<file path="config.mk">
export PLATFORM = sky130hd
export DESIGN_NAME = cpu_run_ctrl_flat
export DESIGN_NICKNAME = d
export VERILOG_FILES = /design/src/rtl/cpu_run_ctrl_if.sv /design/src/rtl/cpu_run_ctrl.sv /design/src/flat_wrapper.sv
export SDC_FILE = /design/constraint.sdc
export NUM_CORES = 1
export LEC_CHECK = 0
export CAP_MARGIN = 10
export CORE_ASPECT_RATIO = 0.8
export CORE_MARGIN = 2
export CORE_UTILIZATION = 56
export DETAILED_ROUTE_END_ITERATION = 10
export GPL_TIMING_DRIVEN = 1
export PLACE_DENSITY = 0.89
export SLEW_MARGIN = 20
export SYNTH_ARGS = -nofsm -noshare
export SYNTH_HDL_FRONTEND = slang
export SYNTH_SLANG_ARGS = --single-unit
</file>
<file path="constraint.sdc">
create_clock -name clk -period 7.5 [get_ports clk]
set_input_delay 1.5 -clock clk [delete_from_list [all_inputs] [get_ports clk]]
set_output_delay 1.5 -clock clk [all_outputs]
set_load 0.02 [all_outputs]
</file>
<file path="src/rtl/cpu_run_ctrl_if.sv">
// Run-controller bundle: host start/mode/step, CPU halt/retire, and the
// controller's CPU reset/enable plus run status and counters.
interface cpu_run_ctrl_if #(
    parameter int unsigned CNT_W = 32
);
    logic             start;
    logic             mode;
    logic             step;
    logic             halt;
    logic             retire;
    logic             cpu_reset;
    logic             cpu_en;
    logic             busy;
    logic             done;
    logic             timeout;
    logic [CNT_W-1:0] cycle_cnt;
    logic [CNT_W-1:0] retire_cnt;

    // master: the run controller
    modport master (
        input  start, mode, step, halt, retire,
        output cpu_reset, cpu_en, busy, done, timeout, cycle_cnt, retire_cnt
    );

    // slave: host and CPU side
    modport slave (
        output start, mode, step, halt, retire,
        input  cpu_reset, cpu_en, busy, done, timeout, cycle_cnt, retire_cnt
    );
endinterface

</file>
<file path="src/rtl/cpu_run_ctrl.sv">
// CPU run controller: reset sequencing, free-run/single-step enable, cycle limit.
// Define CPU_RUN_CTRL_RETIRE_EN to build the retired-instruction counter.
module cpu_run_ctrl #(
    parameter int unsigned RST_CYCLES = 4,
    parameter int unsigned MAX_CYCLES = 100,
    parameter int unsigned CNT_W      = 32
) (
    input  logic           clk,
    input  logic           reset,
    cpu_run_ctrl_if.master bus
);
    typedef enum logic [1:0] {StIdle, StRst, StRun, StDone} state_e;

    localparam logic [CNT_W-1:0] CntAll  = '1;
    localparam logic [CNT_W-1:0] Limit   = CNT_W'(MAX_CYCLES);
    localparam logic [7:0]       RstLoad = 8'(RST_CYCLES - 1);

    state_e           r_state, w_state_nxt;
    logic [7:0]       r_rst_cnt, w_rst_cnt_nxt;
    logic             r_mode, w_mode_nxt;
    logic [CNT_W-1:0] r_cycle_cnt, w_cycle_cnt_nxt, w_cyc_inc;
    logic             r_cpu_reset, r_cpu_en, w_cpu_en_nxt;
    logic             r_busy, r_done, w_done_nxt, r_timeout, w_timeout_nxt;
    logic             w_start_ok;

    assign w_start_ok = bus.start && (r_state == StIdle || r_state == StDone);
    assign w_cyc_inc  = (r_cycle_cnt == CntAll) ? r_cycle_cnt : r_cycle_cnt + CNT_W'(1);

    always_comb begin
        w_state_nxt     = r_state;
        w_rst_cnt_nxt   = r_rst_cnt;
        w_mode_nxt      = r_mode;
        w_cycle_cnt_nxt = r_cycle_cnt;
        w_cpu_en_nxt    = 1'b0;
        w_done_nxt      = r_done;
        w_timeout_nxt   = r_timeout;
        unique case (r_state)
            StIdle, StDone: begin
                if (w_start_ok) begin
                    w_state_nxt     = StRst;
                    w_rst_cnt_nxt   = RstLoad;
                    w_mode_nxt      = bus.mode;
                    w_cycle_cnt_nxt = '0;
                    w_done_nxt      = 1'b0;
                    w_timeout_nxt   = 1'b0;
                end
            end
            StRst: begin
                if (r_rst_cnt == 8'd0) begin
                    w_state_nxt  = StRun;
                    w_cpu_en_nxt = !r_mode;
                end else begin
                    w_rst_cnt_nxt = r_rst_cnt - 8'd1;
                end
            end
            StRun: begin
                if (r_cpu_en) w_cycle_cnt_nxt = w_cyc_inc;
                // Halt takes priority over the cycle limit landing on the same edge
                if (bus.halt) begin
                    w_state_nxt = StDone;
                    w_done_nxt  = 1'b1;
                end else if (MAX_CYCLES != 0 && r_cpu_en && w_cyc_inc == Limit) begin
                    w_state_nxt   = StDone;
                    w_done_nxt    = 1'b1;
                    w_timeout_nxt = 1'b1;
                end else begin
                    w_cpu_en_nxt = r_mode ? bus.step : 1'b1;
                end
            end
            default: w_state_nxt = StIdle;
        endcase
    end

    always_ff @(posedge clk) begin
        if (reset) begin
            r_state     <= StIdle;
            r_rst_cnt   <= 8'd0;
            r_mode      <= 1'b0;
            r_cycle_cnt <= '0;
            r_cpu_reset <= 1'b1;
            r_cpu_en    <= 1'b0;
            r_busy      <= 1'b0;
            r_done      <= 1'b0;
            r_timeout   <= 1'b0;
        end else begin
            r_state     <= w_state_nxt;
            r_rst_cnt   <= w_rst_cnt_nxt;
            r_mode      <= w_mode_nxt;
            r_cycle_cnt <= w_cycle_cnt_nxt;
            r_cpu_reset <= (w_state_nxt == StIdle) || (w_state_nxt == StRst);
            r_cpu_en    <= w_cpu_en_nxt;
            r_busy      <= (w_state_nxt == StRst) || (w_state_nxt == StRun);
            r_done      <= w_done_nxt;
            r_timeout   <= w_timeout_nxt;
        end
    end

`ifdef CPU_RUN_CTRL_RETIRE_EN
    logic [CNT_W-1:0] r_retire_cnt, w_retire_cnt_nxt;

    always_comb begin
        w_retire_cnt_nxt = r_retire_cnt;
        if (w_start_ok) begin
            w_retire_cnt_nxt = '0;
        end else if (r_state == StRun && bus.retire && r_retire_cnt != CntAll) begin
            w_retire_cnt_nxt = r_retire_cnt + CNT_W'(1);
        end
    end

    always_ff @(posedge clk) begin
        if (reset) r_retire_cnt <= '0;
        else       r_retire_cnt <= w_retire_cnt_nxt;
    end

    assign bus.retire_cnt = r_retire_cnt;
`else
    logic w_unused_retire;
    assign w_unused_retire = bus.retire;
    assign bus.retire_cnt  = '0;
`endif

    assign bus.cpu_reset = r_cpu_reset;
    assign bus.cpu_en    = r_cpu_en;
    assign bus.busy      = r_busy;
    assign bus.done      = r_done;
    assign bus.timeout   = r_timeout;
    assign bus.cycle_cnt = r_cycle_cnt;
endmodule

</file>
<file path="src/flat_wrapper.sv">
// flat-port wrapper written by rule: the top's interface ports become plain ports
module cpu_run_ctrl_flat 
#(
    parameter int unsigned RST_CYCLES = 4,
    parameter int unsigned MAX_CYCLES = 100,
    parameter int unsigned CNT_W      = 32
)
  (clk, reset, bus_start, bus_mode, bus_step, bus_halt, bus_retire, bus_cpu_reset, bus_cpu_en, bus_busy, bus_done, bus_timeout, bus_cycle_cnt, bus_retire_cnt);
  cpu_run_ctrl_if #(.CNT_W(CNT_W)) bus_i ();
  input  logic clk;
  input  logic reset;
  input wire logic [$bits(bus_i.start)-1:0] bus_start;
  input wire logic [$bits(bus_i.mode)-1:0] bus_mode;
  input wire logic [$bits(bus_i.step)-1:0] bus_step;
  input wire logic [$bits(bus_i.halt)-1:0] bus_halt;
  input wire logic [$bits(bus_i.retire)-1:0] bus_retire;
  output wire logic [$bits(bus_i.cpu_reset)-1:0] bus_cpu_reset;
  output wire logic [$bits(bus_i.cpu_en)-1:0] bus_cpu_en;
  output wire logic [$bits(bus_i.busy)-1:0] bus_busy;
  output wire logic [$bits(bus_i.done)-1:0] bus_done;
  output wire logic [$bits(bus_i.timeout)-1:0] bus_timeout;
  output wire logic [$bits(bus_i.cycle_cnt)-1:0] bus_cycle_cnt;
  output wire logic [$bits(bus_i.retire_cnt)-1:0] bus_retire_cnt;
  assign bus_i.start = bus_start;
  assign bus_i.mode = bus_mode;
  assign bus_i.step = bus_step;
  assign bus_i.halt = bus_halt;
  assign bus_i.retire = bus_retire;
  assign bus_cpu_reset = bus_i.cpu_reset;
  assign bus_cpu_en = bus_i.cpu_en;
  assign bus_busy = bus_i.busy;
  assign bus_done = bus_i.done;
  assign bus_timeout = bus_i.timeout;
  assign bus_cycle_cnt = bus_i.cycle_cnt;
  assign bus_retire_cnt = bus_i.retire_cnt;
  cpu_run_ctrl #(.RST_CYCLES(RST_CYCLES), .MAX_CYCLES(MAX_CYCLES), .CNT_W(CNT_W)) u_core (.clk(clk), .reset(reset), .bus(bus_i));
endmodule
</file>
== Word-level counts from Yosys, hierarchy flattened ==
Index checks and enable logic that the tools add are counted.
Word-level totals
  input port bits: 7
  output and inout port bits: 69
  word-level logic and storage cells: 64
  flip-flop bits (word level): 48
Operators by class
  equal/unequal tests: 13
  add/sub/neg operators: 2
  multiplexer cells: 23
  reductions and logical operators: 17
Operators with widths (count)
  two-way mux 32 bit: 3
  one-hot mux 32 bit (2 select lines): 1
  adder 32 x 1 -> 32 bit, second input constant: 1
  == test 32 bit, second input constant: 1
  == test 32 x 7 -> 1 bit, second input constant: 1
  two-way mux 8 bit: 2
  one-hot mux 8 bit (2 select lines): 1
  AND reduction 3 bit: 3
  logical NOT 8 bit: 1
  two-way mux 1 bit: 8
  two-way mux 2 bit: 4
  subtractor 8 x 1 -> 8 bit, second input constant: 1
  == test 2 bit, second input constant: 3
  inequality test 2 x 1 -> 1 bit, second input constant: 3
  one-hot mux 1 bit (2 select lines): 3
  one-hot mux 2 bit (3 select lines): 1
  == test 2 x 1 -> 1 bit, second input constant: 2
  logical NOT 2 bit: 2
  inequality test 2 bit, second input constant: 2
  AND reduction 4 bit: 1
  nonzero test 2 bit: 2
  logical OR 1 bit: 3
  inequality test 3 x 2 -> 1 bit, second input constant: 1
  logical AND 1 bit: 2
  other kinds (3): 3

== Longest topological paths before layout ==
  word-level depth: 9
  depth in mapped cells: 14

== Worst setup path before layout ==
No wires, ideal clock.
  kind: register to register
  start: reg u_core.r_cycle_cnt[0] (netlist: u_core.bus.cycle_cnt[0])
  end: reg u_core.r_cpu_reset (netlist: u_core.bus.cpu_reset)
  arrival time: 3.327 ns
  period minus slack after synthesis: 3.454 ns
  slack: 4.046 ns
  cell stages (with the launch flop): 14
  path buffers: 2
  setup time: 0.127 ns
  path through: dfxtp_1 ha_1 and4_1 buf_4 and3_1 buf_2 nand4_1 o21ba_2 a2111o_1 nor4_2 a41oi_1 a211o_1 ha_1 or3_1
On the way
  longest elaborated chain between the ends: 9
  elaborated cells between the ends (all ways): 11
  those cells by class: 1 x add/sub; 3 x eq/ne; 4 x mux; 3 x reduce/logical
RTL lines
  start, declared: line cpu_run_ctrl.sv:21  | logic [CNT_W-1:0] r_cycle_cnt, w_cycle_cnt_nxt, w_cyc_inc;
  start signal, assigned: line cpu_run_ctrl.sv:89  | r_cycle_cnt <= w_cycle_cnt_nxt;
  adder 32 x 1 -> 32 bit or == test 32 bit (tied branches): line cpu_run_ctrl.sv:27  | assign w_cyc_inc = (r_cycle_cnt == CntAll) ? r_cycle_cnt : r_cycle_cnt + CNT_W'(1);
  two-way mux 32 bit (*): line cpu_run_ctrl.sv:27
  == test 32 x 7 -> 1 bit (*): line cpu_run_ctrl.sv:62  | end else if (MAX_CYCLES != 0 && r_cpu_en && w_cyc_inc == Limit) begin
  logical AND 1 bit (*): line cpu_run_ctrl.sv:62
  two-way mux 2 bit (*): line cpu_run_ctrl.sv:62
  two-way mux 2 bit (*): line cpu_run_ctrl.sv:59  | if (bus.halt) begin
  one-hot mux 2 bit (3 select lines) (*): line cpu_run_ctrl.sv:37  | unique case (r_state)
  == test 2 x 1 -> 1 bit or logical NOT 2 bit (tied branches): line cpu_run_ctrl.sv:90  | r_cpu_reset <= (w_state_nxt == StIdle) || (w_state_nxt == StRst);
  logical OR 1 bit (*): line cpu_run_ctrl.sv:90
  end signal, assigned: line cpu_run_ctrl.sv:90
  end, declared: line cpu_run_ctrl.sv:22  | logic r_cpu_reset, r_cpu_en, w_cpu_en_nxt;
Mark *: on every way between the ends. The rest lies on a longest branch, timed or not.
A chain may end at the register's enable or synchronous reset.

== Worst setup path after layout ==
Same ends and word-level chain as after synthesis.

==> impl_metrics.json <==
{
  "drt-initial-drc-count": 516,
  "cts_buffers": 5,
  "portBuffers": 42,
  "setup_viol": 0,
  "dr.pass1.iters": 5,
  "crit_path_end_kind": "flip-flop",
  "powerDensity_mw_per_mm2": 213,
  "nFillCells": 521,
  "avgSynthCellArea_um2": 7.36,
  "via_count": 3685,
  "drtAntennaViolNets": 0,
  "overflow": 0,
  "drc_errors": 0,
  "synth_ff_type": "dfxtp_1",
  "ctsHoldBuffers": 0,
  "vias_per_cell": 6.41,
  "cp.arrival_ns": 4.44,
  "synth_seq_area_share": 0.273,
  "ys.warnings.count": 0,
  "rsz0062_at_grt": "false",
  "slew_violations": 0,
  "r2r_start": "u_core.bus.cycle_cnt[0]$_SDFFE_PP0P_",
  "cp-start-kind": "flip-flop",
  "min_period_ns": 4.24,
  "grt_pass1_wl_um": 14900,
  "cts_tree": "yes",
  "die_y_um": 75.0,
  "leakage_nw": 1.27,
  "async_flop_share": 0,
  "worst_slack_ns": 3.26,
  "cts_max_path_buffers": 2,
  "multi_input_area_mm2": 0.00223,
  "synth_edf_count": 0,
  "grt_max_degree": 43,
  "max_cap_violations": 0,
  "finalCritPeriodShare": 0.565,
  "final_nets": 507,
  "antenna_found_initial": 0,
  "hp-start": "u_core.r_mode$_SDFFE_PP0P_",
  "dieWidth_um": 92.7,
  "ys_seq_elements": 48,
  "routedWlPerCell_um": 16.5,
  "relSlewSlack": 0.298,
  "hp-class": "flip-flop to flip-flop",
  "area_growth_pct": 10.1,
  "total_power_uw": 827,
  "clock_sinks": 48,
  "finalClockSkew_ns": 0.00569,
  "syn_inst": 479,
  "row_count": 25,
  "regArea_um2": 961,
  "syn_area_mm2": 0.00353,
  "dp_slack_ns": 3.34,
  "io_pins": 76,
  "hold_viol_final": 0,
  "gp_congestion": 0.973,
  "clk_latency_ns": 0.31,
  "path_class": "flip-flop to flip-flop",
  "dieArea_mm2": 0.00695,
  "initial_utilization": 0.587,
  "layout-drive-gt1-share": 0.0445,
  "path_max_fanout": 11,
  "setup_tns_ns": 0,
  "htreeDepth": 2,
  "dp_hpwl_um": 6670,
  "wl_um": 9520,
  "critical_path_required_ns": 7.70,
  "max_freq_mhz": 236,
  "antennaDiodeCount": 0,
  "cts_root_buffer": "clkbuf_8",
  "synth_cell_type_count": 57,
  "worstMarginPinSlew_ns": 1.05,
  "clk_pin_slew_ns": 0.10,
  "critPathLaunch": "u_core.bus.cycle_cnt[0]$_SDFFE_PP0P_",
  "irDropWorstVdd_mv": 0.247,
  "cts_resized": 0,
  "grt_pass1_vias": 2929,
  "status": "finished clean",
  "grtUsageTotal": 0.269,
  "core_area_mm2": 0.00601,
  "cts_setup_buffers": 0
}
[per-stage QoR]
stage                     cell area, µm²  instances   util  hold slack (ns)
final                               3880        575  0.647            0.475
after global routing                3880        575  0.647            0.485
after CTS                           3880        575  0.647            0.475
after detailed placement            3770        567  0.628            0.461
after global placement              3770        567  0.628            0.450
after floorplan                     3640        510      -            0.436
[flip-flops by register name, indices dropped and copies added, names as in the netlist]
signal and count:
u_core.bus.cycle_cnt 32, u_core.bus.cpu_en 1, u_core.bus.busy 1, u_core.bus.timeout 1
u_core.r_mode 1, u_core.bus.done 1, u_core.r_state 2, u_core.bus.cpu_reset 1
u_core.r_rst_cnt 8
[cell families (layout without fill, tap and decap cells)]
group | count (synthesis) | count (layout) | synth area share
buf+inv | 80 | 64 | 0.129
fa+ha+maj | 7 | 7 | 0.0248
simple gates | 203 | 203 | 0.293
mux | 2 | 2 | 0.00568
compound gates | 122 | 122 | 0.234
xor+xnor | 16 | 16 | 0.0397
flops | 48 | 48 | 0.273
other cells | 1 | 32 | 0.00106
[placed cells by master, fill, tap and decap left out, types with 2 or more instances in the layout]
cell type and n:
conb_1 32, inv_1 12, dfxtp_1 48, a22oi_1 5, and2_1 2, nand4_1 19
a311oi_1 12, and3_1 10, nand3_1 16, a211o_1 2, or3_1 7, o31ai_1 3
and4_1 4, or4_1 3, mux2i_1 2, nor4_2 3, clkbuf_8 5, xnor2_1 9
a21oi_1 32, clkdlybuf4s50_1 42, nor3b_1 2, nor4_1 7, nor2_1 64, a31oi_1 6
a41oi_1 2, xor2_1 7, a2111oi_0 2, nand2b_1 5, buf_4 2, a211oi_1 7
nand2_1 35, o21bai_1 2, nor3_1 17, o21ai_0 30, nand3_2 2, ha_1 7
o211ai_1 4, nor2b_1 3
[worst paths after layout]
check                                     to  slack [ns]  cells past startpoint
max          u_core.bus.cpu_reset$_SDFF_PP1_        3.26                     11
min reg2reg       u_core.r_mode$_SDFFE_PP0P_        0.48                      2
max reg2reg  u_core.bus.cpu_reset$_SDFF_PP1_        3.26                     11
min               u_core.r_mode$_SDFFE_PP0P_        0.48                      2
[critical path, cell delays in order (launching register included)]
cell	delay, ns
dfxtp_1	0.48
ha_1	0.30
and4_1	0.48
and3_1	0.53
nand2_1	0.20
o31a_1	0.36
a2111o_1	0.40
nor4_2	0.28
a41oi_1	0.20
a211o_1	0.34
ha_1	0.20
or3_1	0.35
[metal layers]
| layer | track usage | routed length (µm) |
|---|---|---|
| met5 | 0 | 0 |
| met4 | 0.0572 | 102 |
| met3 | 0.0470 | 961 |
| met2 | 0.406 | 4140 |
| met1 | 0.406 | 4310 |
[cells in the mapped netlist, types with 3 or more instances]
cell type	number	share of area
and3_1	10	0.018
a311oi_1	12	0.030
nand2b_1	5	0.0089
xor2_1	7	0.017
nor2b_1	3	0.0053
inv_1	12	0.013
and4_1	4	0.0099
nand4_1	19	0.034
ha_1	7	0.025
or4_1	3	0.0064
o211ai_1	4	0.0085
nand3_1	16	0.023
nor4_1	7	0.012
xnor2_1	9	0.022
nand2_1	35	0.037
clkbuf_1	21	0.022
a22oi_1	5	0.011
buf_4	39	0.083
buf_2	7	0.0099
nor3_1	17	0.024
o31ai_1	3	0.0064
a211oi_1	7	0.015
or3_1	7	0.012
nor2_1	64	0.068
nor4_2	3	0.011
a31oi_1	6	0.011
o21ai_0	31	0.044
a21oi_1	32	0.045
dfxtp_1	48	0.27
[area by class of cell]
type,instances,area share
clock buffers,5,0.0177
clock inverters,3,0.0119
repair buffers,44,0.112
well taps,81,0.0261
multi-input cells,382,0.573
flip-flops and latches,48,0.247
inverters,12,0.0116
[power breakdown]
group	leakage, nW	switching, mW	total [mW]	internal, mW
registers	0.389	0.0208	0.303	0.282
clock network	0.0548	0.0994	0.200	0.101
logic	0.822	0.214	0.324	0.110
Note: power is estimated with default switching activity, not from simulation.
